$ cat src/rtl/gpu_timing_pkg.sv
// Shared timing definitions for the FSX GPU video path: mode constant sets
// and the width helper used to size counters from segment lengths.
package gpu_timing_pkg;

  typedef struct packed {
    logic [15:0] h_active;
    logic [15:0] h_fp;
    logic [15:0] h_sync;
    logic [15:0] h_bp;
    logic [15:0] v_active;
    logic [15:0] v_fp;
    logic [15:0] v_sync;
    logic [15:0] v_bp;
    logic        h_pol;
    logic        v_pol;
    logic [7:0]  xscale;
    logic [7:0]  yscale;
    logic [15:0] fetch_lead;
  } timing_mode_t;

  // 640x480@60, 2x2 source pixels (320x240 source)
  localparam timing_mode_t VGA_640x480 = '{
    h_active: 16'd640, h_fp: 16'd16, h_sync: 16'd96, h_bp: 16'd48,
    v_active: 16'd480, v_fp: 16'd10, v_sync: 16'd2,  v_bp: 16'd33,
    h_pol: 1'b0, v_pol: 1'b0, xscale: 8'd2, yscale: 8'd2, fetch_lead: 16'd16
  };

  // Wide 240-line mode, 4x horizontal scale. Active width is trimmed to
  // 1704 so it divides evenly into 426 source columns.
  localparam timing_mode_t WIDE_1706x240 = '{
    h_active: 16'd1704, h_fp: 16'd32, h_sync: 16'd88, h_bp: 16'd112,
    v_active: 16'd240,  v_fp: 16'd3,  v_sync: 16'd3,  v_bp: 16'd16,
    h_pol: 1'b1, v_pol: 1'b1, xscale: 8'd4, yscale: 8'd1, fetch_lead: 16'd32
  };

  // Bits needed to hold 0..n-1, never less than one bit
  function automatic int clog2w(input int n);
    return (n <= 2) ? 1 : $clog2(n);
  endfunction

endpackage

$ cat src/rtl/video_timing_gen_scaled_counter.sv
// Position counter with a prescaled companion counter (position / SCALE),
// so the source coordinate needs no divider. Exposes its next-state values
// so the owner can register outputs aligned with the new position.
module scaled_counter
  import gpu_timing_pkg::*;
#(
  parameter int TOTAL  = 16,
  parameter int ACTIVE = 8,
  parameter int SCALE  = 2,
  parameter int CW     = clog2w(TOTAL),
  parameter int SW     = clog2w(ACTIVE / SCALE)
) (
  input  logic          clk,
  input  logic          rst_n,
  input  logic          i_hold,         // freeze everything
  input  logic          i_clr,          // synchronous return to position 0
  input  logic          i_step,         // advance one position this cycle
  output logic [CW-1:0] o_cnt,
  output logic [CW-1:0] o_nxt,
  output logic [SW-1:0] o_scl_nxt,      // next scaled position (0 outside active)
  output logic          o_pre_last_nxt, // next position is last of its source unit
  output logic          o_wrap          // this cycle wraps TOTAL-1 -> 0
);

  localparam int PW = clog2w(SCALE);

  logic [CW-1:0] r_cnt;
  logic [PW-1:0] r_pre;
  logic [SW-1:0] r_scl;
  logic [PW-1:0] w_pre_nxt;
  logic          w_adv;

  // Next position, prescaler and scaled value
  always_comb begin
    w_adv          = i_step & ~i_hold;
    o_wrap         = w_adv & ~i_clr & (int'(r_cnt) == TOTAL - 1);
    o_nxt          = r_cnt;
    w_pre_nxt      = r_pre;
    o_scl_nxt      = r_scl;
    if (i_clr) begin
      o_nxt     = '0;
      w_pre_nxt = '0;
      o_scl_nxt = '0;
    end else if (w_adv) begin
      o_nxt = o_wrap ? '0 : r_cnt + 1'b1;
      // Scaling restarts at position 0 and parks at 0 outside the active span
      if ((int'(o_nxt) >= ACTIVE) || (o_nxt == '0)) begin
        w_pre_nxt = '0;
        o_scl_nxt = '0;
      end else if (int'(r_pre) == SCALE - 1) begin
        w_pre_nxt = '0;
        o_scl_nxt = r_scl + 1'b1;
      end else begin
        w_pre_nxt = r_pre + 1'b1;
      end
    end
    o_pre_last_nxt = (int'(w_pre_nxt) == SCALE - 1);
  end

  // State registers
  always_ff @(posedge clk or negedge rst_n) begin
    if (!rst_n) begin
      r_cnt <= '0;
      r_pre <= '0;
      r_scl <= '0;
    end else begin
      r_cnt <= o_nxt;
      r_pre <= w_pre_nxt;
      r_scl <= o_scl_nxt;
    end
  end

  assign o_cnt = r_cnt;

endmodule

$ cat src/rtl/video_timing_gen.sv
// Parametrised pixel-clock video timing generator: counters, syncs, blank,
// scaled source coordinates, line prefetch request and frameDrawn interrupt.
// Every output is registered from the next counter state, so all outputs
// describe the same (hcount, vcount) they are presented with.
module video_timing_gen
  import gpu_timing_pkg::*;
#(
  parameter int   H_ACTIVE   = int'(VGA_640x480.h_active),
  parameter int   H_FP       = int'(VGA_640x480.h_fp),
  parameter int   H_SYNC     = int'(VGA_640x480.h_sync),
  parameter int   H_BP       = int'(VGA_640x480.h_bp),
  parameter int   V_ACTIVE   = int'(VGA_640x480.v_active),
  parameter int   V_FP       = int'(VGA_640x480.v_fp),
  parameter int   V_SYNC     = int'(VGA_640x480.v_sync),
  parameter int   V_BP       = int'(VGA_640x480.v_bp),
  parameter logic H_POL      = VGA_640x480.h_pol,
  parameter logic V_POL      = VGA_640x480.v_pol,
  parameter int   XSCALE     = int'(VGA_640x480.xscale),
  parameter int   YSCALE     = int'(VGA_640x480.yscale),
  parameter int   FETCH_LEAD = int'(VGA_640x480.fetch_lead),
  localparam int  H_TOTAL    = H_ACTIVE + H_FP + H_SYNC + H_BP,
  localparam int  V_TOTAL    = V_ACTIVE + V_FP + V_SYNC + V_BP,
  localparam int  HW         = clog2w(H_TOTAL),
  localparam int  VW         = clog2w(V_TOTAL),
  localparam int  XW         = clog2w(H_ACTIVE / XSCALE),
  localparam int  YW         = clog2w(V_ACTIVE / YSCALE)
) (
  input  logic          clkPixel,
  input  logic          nreset,
  input  logic          enable,
  output logic [HW-1:0] hcount,
  output logic [VW-1:0] vcount,
  output logic          hsync,
  output logic          vsync,
  output logic          blank,
  output logic [XW-1:0] x,
  output logic [YW-1:0] y,
  output logic          fetch_req,
  output logic [YW-1:0] fetch_line,
  output logic          frameDrawn
);

  localparam int HS_START = H_ACTIVE + H_FP;
  localparam int HS_END   = H_ACTIVE + H_FP + H_SYNC;
  localparam int VS_START = V_ACTIVE + V_FP;
  localparam int VS_END   = V_ACTIVE + V_FP + V_SYNC;
  localparam int FETCH_H  = H_TOTAL - FETCH_LEAD;

  logic [HW-1:0] w_hnxt;
  logic [VW-1:0] w_vnxt;
  logic [XW-1:0] w_x_nxt;
  logic [YW-1:0] w_y_nxt;
  logic          w_hwrap, w_vwrap;
  logic          w_hpre_last, w_vpre_last;
  logic          w_hsync_n, w_vsync_n, w_blank_n;
  logic          w_fetch_n, w_frame_n;
  logic [YW-1:0] w_fetch_line_n;
  logic          w_unused;

  logic          r_hsync, r_vsync, r_blank;
  logic [XW-1:0] r_x;
  logic [YW-1:0] r_y;
  logic          r_fetch_req, r_frame;
  logic [YW-1:0] r_fetch_line;

  scaled_counter #(
    .TOTAL(H_TOTAL), .ACTIVE(H_ACTIVE), .SCALE(XSCALE), .CW(HW), .SW(XW)
  ) u_hcnt (
    .clk(clkPixel), .rst_n(nreset), .i_hold(~enable), .i_clr(1'b0),
    .i_step(1'b1), .o_cnt(hcount), .o_nxt(w_hnxt), .o_scl_nxt(w_x_nxt),
    .o_pre_last_nxt(w_hpre_last), .o_wrap(w_hwrap)
  );

  scaled_counter #(
    .TOTAL(V_TOTAL), .ACTIVE(V_ACTIVE), .SCALE(YSCALE), .CW(VW), .SW(YW)
  ) u_vcnt (
    .clk(clkPixel), .rst_n(nreset), .i_hold(~enable), .i_clr(1'b0),
    .i_step(w_hwrap), .o_cnt(vcount), .o_nxt(w_vnxt), .o_scl_nxt(w_y_nxt),
    .o_pre_last_nxt(w_vpre_last), .o_wrap(w_vwrap)
  );

  assign w_unused = &{1'b0, w_hpre_last, w_vwrap};

  // Output values for the position the counters move to this cycle
  always_comb begin
    w_hsync_n = (int'(w_hnxt) >= HS_START) && (int'(w_hnxt) < HS_END);
    w_vsync_n = (int'(w_vnxt) >= VS_START) && (int'(w_vnxt) < VS_END);
    w_blank_n = (int'(w_hnxt) >= H_ACTIVE) || (int'(w_vnxt) >= V_ACTIVE);
    w_frame_n = (w_hnxt == '0) && (int'(w_vnxt) == V_ACTIVE);
    // Fetch targets the line after the next one; the last blank line
    // fetches source line 0, otherwise the next line must open a new
    // source line, i.e. the current one closes its source unit.
    w_fetch_n      = 1'b0;
    w_fetch_line_n = '0;
    if (int'(w_hnxt) == FETCH_H) begin
      if (int'(w_vnxt) == V_TOTAL - 1) begin
        w_fetch_n = 1'b1;
      end else if ((int'(w_vnxt) < V_ACTIVE - 1) && w_vpre_last) begin
        w_fetch_n      = 1'b1;
        w_fetch_line_n = w_y_nxt + 1'b1;
      end
    end
  end

  // Registered outputs; pulses clear and everything else holds when frozen
  always_ff @(posedge clkPixel or negedge nreset) begin
    if (!nreset) begin
      r_hsync      <= ~H_POL;
      r_vsync      <= ~V_POL;
      r_blank      <= 1'b0;
      r_x          <= '0;
      r_y          <= '0;
      r_fetch_req  <= 1'b0;
      r_fetch_line <= '0;
      r_frame      <= 1'b0;
    end else if (enable) begin
      r_hsync     <= w_hsync_n ? H_POL : ~H_POL;
      r_vsync     <= w_vsync_n ? V_POL : ~V_POL;
      r_blank     <= w_blank_n;
      r_x         <= w_blank_n ? '0 : w_x_nxt;
      r_y         <= w_blank_n ? '0 : w_y_nxt;
      r_fetch_req <= w_fetch_n;
      r_frame     <= w_frame_n;
      if (w_fetch_n) r_fetch_line <= w_fetch_line_n;
    end else begin
      r_fetch_req <= 1'b0;
      r_frame     <= 1'b0;
    end
  end

  assign hsync      = r_hsync;
  assign vsync      = r_vsync;
  assign blank      = r_blank;
  assign x          = r_x;
  assign y          = r_y;
  assign fetch_req  = r_fetch_req;
  assign fetch_line = r_fetch_line;
  assign frameDrawn = r_frame;

endmodule

$ cat config.mk
export PLATFORM = sky130hd
export DESIGN_NAME = video_timing_gen
export DESIGN_NICKNAME = d
export VERILOG_FILES = /design/src/rtl/gpu_timing_pkg.sv /design/src/rtl/video_timing_gen_scaled_counter.sv /design/src/rtl/video_timing_gen.sv
export SDC_FILE = /design/constraint.sdc
export NUM_CORES = 1
export LEC_CHECK = 0
export CORE_MARGIN = 3
export CORE_UTILIZATION = 48
export CTS_CLUSTER_SIZE = 30
export DETAILED_ROUTE_END_ITERATION = 10
export PLACE_DENSITY = 0.69
export SLEW_MARGIN = 20
export SYNTH_ARGS = -nofsm -noshare
export SYNTH_HDL_FRONTEND = slang
export SYNTH_SLANG_ARGS = --single-unit
$ cat constraint.sdc
create_clock -name clkPixel -period 6.7 [get_ports clkPixel]
set_input_delay 1.675 -clock clkPixel [delete_from_list [all_inputs] [get_ports clkPixel]]
set_output_delay 1.675 -clock clkPixel [all_outputs]
set_load 0.005 [all_outputs]
==> metrics.cfg <==
[route]
drtPass1Iterations = 4
vias = 3312
detail_route.vias_per_cell = 5.88
ant_nets = 0
wl_um = 9080
wl_per_cell_um = 16.1
drc_errors = 0
drt_iter0_drc = 76

[timing]
skew_ns = 0.0126
max_freq_mhz = 217
finalSetupTns_ns = 0
max_slew_margin_pct = 41.8
hold_viol_final = 0
setup_slack_ns = 2.09
period_minus_slack_ns = 4.61
worstMarginPinSlew_ns = 0.873
rsz0062_at_grt = false
worst_hold_slack_ns = 0.492
setup_violations = 0
fin_crit_sh_pct = 68.8
slew_violations = 0

[grt]
grt_pass1_wl_um = 15500
track_usage_pct = 19.8
gr-total-overflow = 0
antenna_found_initial = 0
grt_pass1_vias = 3136
grt_max_degree = 70

[setup_path]
crit_chain = clkdlybuf4s50_1 -> clkinv_1 -> nor3_1 -> xnor2_1 -> inv_1 -> or4b_4 -> nor4b_4 -> o21ai_2 -> a22o_1
crit_fanout = 23
cp.arrival_ns = 4.85
path_buf_inv = 3
critPathRequiredTime_ns = 6.94
end_kind = flop
path_class = in -> reg
crit_path_start_kind = input pin
cp_top_family = buffers and inverters
slowest_delay_ns = 1.02
worst_path_max_delay_cell = clkdlybuf4s50_1

[yosys]
yosys_warnings = 0
synthFlopType = dfrtp_1
ys_ff_latch = 69
synthArstFlopShare_pct = 100
synth_nets = 425
synth_cell_types = 67
syn_area_per_cell_sq_um = 9.58
syn_area_sq_um = 3990
ys_seq_area_share_pct = 43.4
synth-edff-count = 0
syn_inst = 416

[status]
status = finished, final reports clean

[clock_network]
cts_hold_buf = 0
cts-root-buf = clkbuf_8
post_cts_buffers = 0
numCtsBuffers = 9
clk_latency_ns = 0.35
cts.path.max_buffers = 2
cts_sinks = 69
path_clk_slew_ns = 0.09
cts_resized = 0
tritoncts = built
cts_max_level = 3

[cells_and_area]
nets = 465
antenna_cells_inserted = 0
drive_above_1_share_pct = 8.46
syn2layout_area_growth_pct = 17.8
design_area_sq_um = 4700
finish.utilization_pct = 59.5

[place]
gp_congestion = 0.859
placed_area_sq_um = 4490
hpwl_um = 6330
dp_worst_setup_slack_ns = 1.72
io_buffers = 52

[pwr]
p_leak_nw = 2.05
power_density_nw_per_um2 = 247
ir_worst_vdd_v = 0.000212

[floorplan]
start_util_pct = 50.5
dieArea_sq_um = 9430
io_pins = 53
core_sq_um = 7890
die-width_um = 97.1
die_h_um = 97.1
rows = 32

[flow_run]
cap_violations = 0

[worst_hold_path]
hp-class = reg -> reg

-- worst register-to-register path, cell delays in order, from the launching register on --
cell     delay [ns]
dfrtp_1        0.50
ha_1           0.46
or2_2          0.36
o21ai_0        0.07
a32oi_1        0.09
a221o_1        0.43
a31oi_2        0.46
nor2_1         0.20
ha_1           0.27
o31ai_1        0.11
nor3_1         0.10
xnor2_1        0.14
a22o_1         0.19
-- state kept, by name, summed over array words and instances (netlist names) --
name,count
u_vcnt.r_pre,1
u_vcnt.o_cnt,10
fetch_line,8
y,8
hsync,1
u_hcnt.o_cnt,10
vsync,1
frameDrawn,1
x,9
u_vcnt.r_scl,8
u_hcnt.r_pre,1
u_hcnt.r_scl,9
fetch_req,1
blank,1
-- cells in the mapped netlist, drive strengths merged, types with 5 or more instances --
| master | n | share of area (%) |
|---|---|---|
| nand2 | 40 | 3.8 |
| xor2 | 17 | 3.7 |
| and3 | 11 | 1.7 |
| and2 | 6 | 1.0 |
| nand4 | 11 | 2.3 |
| dfrtp | 67 | 42 |
| nor4 | 6 | 0.94 |
| a31oi | 9 | 1.6 |
| nor2 | 34 | 3.2 |
| o2bb2ai | 18 | 4.0 |
| ha | 6 | 1.9 |
| nand3 | 20 | 2.5 |
| clkbuf | 11 | 1.1 |
| a22o | 6 | 1.3 |
| a21oi | 13 | 1.6 |
| nor3 | 11 | 1.4 |
| o21ai | 17 | 2.2 |
| buf | 14 | 2.7 |
| inv | 15 | 1.4 |
| xnor2 | 22 | 4.8 |
| and4 | 5 | 1.2 |
-- layout make-up --
type / instances / area, sq um
clock buffer: 9 / 124
clock inverter: 7 / 77.6
fill: 686 / 3190
inverter: 16 / 60.1
multi-input combinational: 306 / 2050
sequential: 69 / 1730
tap: 102 / 128
timing repair buffer: 54 / 531
-- power breakdown --
part           switching (mW)  internal [mW]
sequential             0.0814          0.465
combinational           0.125          0.133
clock                   0.181          0.177
-- through the flow --
step                      power [mW]  std cells
after global placement         0.809        547
after floorplan                0.697        416
after detailed placement       0.810        547
final                           1.16        563
after global routing            1.23        563
after CTS                       1.17        563
-- path summary, 6_finish.rpt --
kind	slack (ns)	start	cells after the start	endpoint
worst max-delay path	2.09	enable	9	fetch_line[6]$_DFFE_PN0P_
worst min-delay path	0.49	x[7]$_DFFE_PN0P_	1	x[7]$_DFFE_PN0P_
worst max register to register	3.20	u_vcnt.o_cnt[0]$_DFF_PN0_	12	fetch_line[6]$_DFFE_PN0P_
worst min register to register	0.49	x[7]$_DFFE_PN0P_	1	x[7]$_DFFE_PN0P_
max in group asynchronous	4.62	nreset	2	u_vcnt.o_cnt[3]$_DFF_PN0_
min in group asynchronous	1.52	nreset	2	fetch_line[6]$_DFFE_PN0P_
-- cells by family after synthesis --
logic type	count (synthesis)	synth area share (%)
xor+xnor	39	8.57
simple gates	164	23.1
compound gates	94	17.0
fa+ha+maj	6	1.88
flops	69	43.4
mux	3	0.816
buf+inv	41	5.24
-- layer usage --
layer	up-vias	GRT usage, %	share of wire, %	wire length, um
met5	-	0	0	0
met4	0	5.40	0.90	82
met2	80	29.7	45	4110
li1	1587	-	-	-
met3	7	3.88	5.1	459
met1	1638	29.2	49	4420
-- cells in the final DEF, fill, tap and decap left out, types with 2 or more instances in the layout --
cell type        count
o31ai_1              4
clkdlybuf4s50_1     51
nor4b_1              2
a21oi_1             13
o22ai_1              2
dfrtp_1             67
dfstp_2              2
o21ai_0             16
o21a_1               4
clkbuf_8             9
nand2b_1             2
a21o_1               4
a21boi_0             2
o2bb2ai_1           18
nor4_1               6
nor2_1              34
ha_1                 6
nand2_1             39
xnor2_1             22
and3b_1              2
inv_1               15
and2_1               4
xor2_1              17
mux2_2               2
a32oi_1              3
inv_6                4
nand3_1             20
and3_1              11
buf_4                2
nand4_1              9
o211ai_1             4
nor3b_1              2
nor3_1              11
a22o_1               6
and4_1               4
a31oi_1              8
Power figures use the tool's default switching activity.
==> patch 1 (same settings) <==
Register the input `enable` before use. The logic sees it one clock later.
--- a/src/rtl/video_timing_gen.sv
+++ b/src/rtl/video_timing_gen.sv
@@ -46,6 +46,12 @@
   localparam int VS_END   = V_ACTIVE + V_FP + V_SYNC;
   localparam int FETCH_H  = H_TOTAL - FETCH_LEAD;
 
+  logic enable_q;
+
+  always_ff @(posedge clkPixel) begin
+    enable_q <= enable;
+  end
+
   logic [HW-1:0] w_hnxt;
   logic [VW-1:0] w_vnxt;
   logic [XW-1:0] w_x_nxt;
@@ -66,7 +72,7 @@
   scaled_counter #(
     .TOTAL(H_TOTAL), .ACTIVE(H_ACTIVE), .SCALE(XSCALE), .CW(HW), .SW(XW)
   ) u_hcnt (
-    .clk(clkPixel), .rst_n(nreset), .i_hold(~enable), .i_clr(1'b0),
+    .clk(clkPixel), .rst_n(nreset), .i_hold(~enable_q), .i_clr(1'b0),
     .i_step(1'b1), .o_cnt(hcount), .o_nxt(w_hnxt), .o_scl_nxt(w_x_nxt),
     .o_pre_last_nxt(w_hpre_last), .o_wrap(w_hwrap)
   );
@@ -74,7 +80,7 @@
   scaled_counter #(
     .TOTAL(V_TOTAL), .ACTIVE(V_ACTIVE), .SCALE(YSCALE), .CW(VW), .SW(YW)
   ) u_vcnt (
-    .clk(clkPixel), .rst_n(nreset), .i_hold(~enable), .i_clr(1'b0),
+    .clk(clkPixel), .rst_n(nreset), .i_hold(~enable_q), .i_clr(1'b0),
     .i_step(w_hwrap), .o_cnt(vcount), .o_nxt(w_vnxt), .o_scl_nxt(w_y_nxt),
     .o_pre_last_nxt(w_vpre_last), .o_wrap(w_vwrap)
   );
@@ -113,7 +119,7 @@
       r_fetch_req  <= 1'b0;
       r_fetch_line <= '0;
       r_frame      <= 1'b0;
-    end else if (enable) begin
+    end else if (enable_q) begin
       r_hsync     <= w_hsync_n ? H_POL : ~H_POL;
       r_vsync     <= w_vsync_n ? V_POL : ~V_POL;
       r_blank     <= w_blank_n;
Check against the original RTL: not equivalent (Yosys sat finds a counterexample within 4 cycles, from zero or initial values and one cycle with nreset low).
==> patch 1 against the unedited design <==
- global-route usage about the same
- cell count up 2.7%
- synthesized area up 2.2%
- total power up 2.1%
- combinational power up 7%
- synthesized cell count up 3.1%
- register-to-register slack worse by 190 ps
- setup slack better by 920 ps
- design area up 2.8%
- core utilization up 1.0 points
- critical path depth down 1
- routed wire length up 2.5%
- sequential cell count up 1
==> patch 1: results <==
group,metric,value,unit
run_status,status,"finished clean",
route,met2_length,4344,um
grt,grt_pass1_vias,3175,
route,wl_per_cell,16.09,um
critical_path,r2r_setup_slack,3010,ps
critical_path,r2r-end,"x[5]$_DFFE_PN0P_",
critical_path,r2r_start,"u_hcnt.o_cnt[1]$_DFF_PN0_",
power,switching_share,30.63,%
grt,grt_max_degree,70,
worst_hold_path,whs_path_depth,1,
placement,placed_cells,563,
final_layout,layout-drive-gt1-share,10.29,%
synth,async_reset_ff_share,98.57,%
synth,yosysSeqAreaShare,42.95,%
grt,gr-usage-met2,30.94,%
sta,timing.slew.headroom,32.79,%
clocking,h-tree-depth,3,
critical_path,cp_top_family,"simple AND/OR/NAND/NOR gates",
final_layout,fin_nets,481,
clocking,cts_post_setup_buffers_inserted,0,
route,dr_total_vias,3312,
synth,synth_commonest_cells,"dfrtp_1 (67), nand2_1 (41), nor2_1 (33)",
route,firstDrtPassIters,4,
critical_path,path_max_fanout,16,
grt,grt_pass1_wl,15570,um
placement,routabilityCongestion,0.9052,
grt,antenna_found_initial,0,
final_layout,stdcell_count,578,
sta,skew,8.691,ps
clocking,cts_resized,0,
grt,grt.busiest_layer,"met2",
placement,placed_cell_area,4613,um2
worst_hold_path,holdPathEnd,"blank$_DFFE_PN0P_",
critical_path,cpMaxStageDelayCell,"nand3_1",
critical_path,cpPeakStageDelay,540,ps
placement,dpl.hpwl,6356,um
synth,syn-num-nets,438,
synth,ys.warnings.count,0,
route,drtIter0Drc,146,
clocking,cts_root_buf,"clkbuf_8",
grt,grt_usage,19.75,%
power,leakagePower,1.995,nW
placement,io_buffers,52,
clocking,clock_latency,350,ps
power,clock_power,371,uW
critical_path,worstRegToRegCells,8,
power,powerComb,276,uW
worst_hold_path,hold_path.startpoint,"blank$_DFFE_PN0P_",
synth,synth_ff_type,"dfrtp_1",
power,ir_drop,0.0002051,V
synth,avgSynthCellArea,9.493,um2
critical_path,arrival,3950,ps
clocking,clk_pin_slew_worst_paths,70,ps
synth,synthDistinctLibCells,72,
grt,grtUsageMet1,28.15,%
synth,ys_top_cells_by_area,"dfrtp_1 (41%), xnor2_1 (4.5%), nand2_1 (3.8%), xor2_1 (3.4%), nor2_1 (3.0%)",
route,wl_met3,439,um
route,wl_met1,4379,um
grt,grt_use_met3,2.786,%
## patch 1: final cells by class
cell class | instances | area, um2
clock inverters | 5 | 85.08
multi-input cells | 303 | 2074
inverters | 33 | 123.9
well taps | 102 | 127.6
repair buffers | 55 | 538.0
flip-flops and latches | 70 | 1749
fillers | 685 | 3142
clock buffers | 10 | 127.6
## patch 1: through the flow
stage	total power, mW	setup slack (ps)	hold slack, ps
6_report	1.186	3010	482.2
5_1_grt	1.248	2740	508.4
4_1_cts	1.195	3050	489.0
3_3_place_gp	0.8128	3174	475.2
3_5_place_dp	0.8198	3095	471.3
2_1_floorplan	0.7192	3555	474.2
## patch 1: worst max-delay path by stage
stage               cells past startpoint                         to  slack [ps]                       from
floorplan                              14  fetch_line[6]$_DFFE_PN0P_        3550  u_hcnt.o_cnt[5]$_DFF_PN0_
global placement                       12  fetch_line[6]$_DFFE_PN0P_        3170  u_hcnt.o_cnt[5]$_DFF_PN0_
detailed placement                      8           x[5]$_DFFE_PN0P_        3090  u_hcnt.o_cnt[0]$_DFF_PN0_
CTS                                     8           x[5]$_DFFE_PN0P_        3050  u_hcnt.o_cnt[0]$_DFF_PN0_
global route                            8           x[4]$_DFFE_PN0P_        2740  u_hcnt.o_cnt[1]$_DFF_PN0_
finish                                  8           x[5]$_DFFE_PN0P_        3010  u_hcnt.o_cnt[1]$_DFF_PN0_
## patch 1: cell families (layout without fill, tap and decap cells)
group	Yosys count	count (layout)	share of synthesized area, %
AOI/OAI and AO/OA	76	76	14.41
xor gates and xnor gates	38	38	8.356
adders and majority gates	6	6	1.843
buffers and inverters	56	103	6.113
DFF	70	70	42.95
muxes	14	14	3.533
and+or+nand+nor	169	169	22.80
==> patch 2 (config.mk and constraints unchanged) <==
Without the edit above. Put a register stage on the output `vcount`, with the module's reset. The value now appears one clock later. The other outputs are not delayed to match.
--- a/src/rtl/video_timing_gen.sv
+++ b/src/rtl/video_timing_gen.sv
@@ -46,6 +46,8 @@
   localparam int VS_END   = V_ACTIVE + V_FP + V_SYNC;
   localparam int FETCH_H  = H_TOTAL - FETCH_LEAD;
 
+  logic [VW-1:0] vcount_d;
+
   logic [HW-1:0] w_hnxt;
   logic [VW-1:0] w_vnxt;
   logic [XW-1:0] w_x_nxt;
@@ -75,7 +77,7 @@
     .TOTAL(V_TOTAL), .ACTIVE(V_ACTIVE), .SCALE(YSCALE), .CW(VW), .SW(YW)
   ) u_vcnt (
     .clk(clkPixel), .rst_n(nreset), .i_hold(~enable), .i_clr(1'b0),
-    .i_step(w_hwrap), .o_cnt(vcount), .o_nxt(w_vnxt), .o_scl_nxt(w_y_nxt),
+    .i_step(w_hwrap), .o_cnt(vcount_d), .o_nxt(w_vnxt), .o_scl_nxt(w_y_nxt),
     .o_pre_last_nxt(w_vpre_last), .o_wrap(w_vwrap)
   );
 
@@ -137,5 +139,13 @@
   assign fetch_line = r_fetch_line;
   assign frameDrawn = r_frame;
 
+  always_ff @(posedge clkPixel or negedge nreset) begin
+    if (!nreset) begin
+      vcount <= '0;
+    end else begin
+      vcount <= vcount_d;
+    end
+  end
+
 endmodule
 
Function: no difference found for any inputs over 10 cycles, from zero or initial values and one cycle with nreset low; that may be too few to reach the edited logic, so the function may still have changed.
==> patch 2 against the unedited design <==
- die area up 9.5%
- via count rose by 8.8%
- total power increased by 8.5%
- design area is 10% higher
- register-to-register slack worse by 60 ps
- clock skew increased by 0.65 ps
- setup slack got worse by 85 ps
- hold slack gained 5.5 ps
- sequential cell count increased by 10
- routed wire length rose by 10%
- sequential power is 6.0% higher
- global-route usage is 0.90 points higher
- synthesized area grew 10%
- critical path type unchanged
- highest routed layer unchanged
==> patch 2: results <==
group,metric,value,unit
synth,yosysSeqAreaShare,45.11,%
power,leakagePower,2.110,nW
grt,antenna_found_initial,0,
final_layout,n_fill_cell,761,
placement,dpl.hpwl,6866,um
synth,synthDistinctLibCells,71,
final_layout,stdcell_count,594,
sta,finalCriticalPeriod,4697,ps
worst_hold_path,whs_path_depth,2,
grt,gr-usage-met2,31.79,%
placement,placed_cells,577,
final_layout,fin_nets,490,
route,wirelength,9978,um
synth,syn-num-nets,451,
sta,skew,13.23,ps
critical_path,path_max_fanout,35,
synth,ys_top_cells_by_area,"dfrtp_1 (44%), xnor2_1 (4.0%), o2bb2ai_2 (3.1%), nand2_1 (2.7%), nand3_1 (2.6%)",
placement,routabilityCongestion,0.9459,
grt,grt_pass1_wl,16950,um
critical_path,r2r-end,"fetch_line[0]$_DFFE_PN0P_",
route,dr_total_vias,3602,
run_status,status,"finished clean",
critical_path,arrival,4970,ps
critical_path,r2r_setup_slack,3140,ps
worst_hold_path,hold_path.startpoint,"hsync$_DFFE_PN1P_",
route,firstDrtPassIters,5,
grt,grtUsageMet1,28.13,%
placement,place_ws,1727,ps
critical_path,r2r_start,"u_hcnt.o_cnt[1]$_DFF_PN0_",
sta,whs,497.1,ps
route,drtIter0Drc,191,
power,ir_drop,0.0001623,V
grt,grt_usage,20.66,%
grt,grt_max_degree,80,
## patch 2: changes by cell type in the layout (fill, tap and decap cells not counted), sizes merged, moves of 5 or more
cell    change
nand2b      +5
nand3       +8
nand2       -8
o21ai       +9
or3         +5
xor2        -5
a22o        -5
mux2i       +5
inv         +5
dfrtp      +10
## patch 2: area by class of cell
cell class | count | share of cell area [%]
sequential | 79 | 38.24
tap | 108 | 2.611
multi-input combinational | 317 | 42.49
clock inverter | 7 | 2.127
clock buffer | 9 | 2.393
timing repair buffer | 54 | 10.68
inverter | 20 | 1.450
## patch 2: worst min-delay path by stage
| stage | end |
|---|---|
| after CTS | hsync$_DFFE_PN1P_ |
| after floorplan | vcount[2]$_DFF_PN0_ |
| after global placement | x[4]$_DFFE_PN0P_ |
| final | hsync$_DFFE_PN1P_ |
| after detailed placement | x[3]$_DFFE_PN0P_ |
| after global routing | x[6]$_DFFE_PN0P_ |
## patch 2: worst max-delay path, cell delays in order
cell and delay, ps:
clkdlybuf4s50_1 450, buf_4 330, nand4b_2 280, nor3_4 610
o211ai_1 280, a222oi_1 610, o21ai_1 260, nand2_2 250
mux2i_1 220
## patch 2: where the power goes
part	leakage [nW]	switching [mW]	internal [mW]
registers	1.02	0.0733	0.507
logic	0.971	0.145	0.117
clock network	0.116	0.200	0.219
## patch 2: logic make-up after synthesis
logic type               Yosys count  share of synthesized area, %
AO/OA/AOI/OAI                    102                         17.99
multiplexers                       6                         1.369
AND/OR/NAND/NOR                  171                         22.67
adder cells (fa/ha/maj)            6                         1.711
XOR/XNOR                          32                         6.387
buffers and inverters             46                         4.762
flip-flops                        79                         45.11
## patch 2: metal layers
metal | wire length [um] | up-vias
met5 | 0 | -
met3 | 649 | 25
li1 | - | 1703
met4 | 225 | 0
met2 | 4634 | 158
met1 | 4469 | 1716
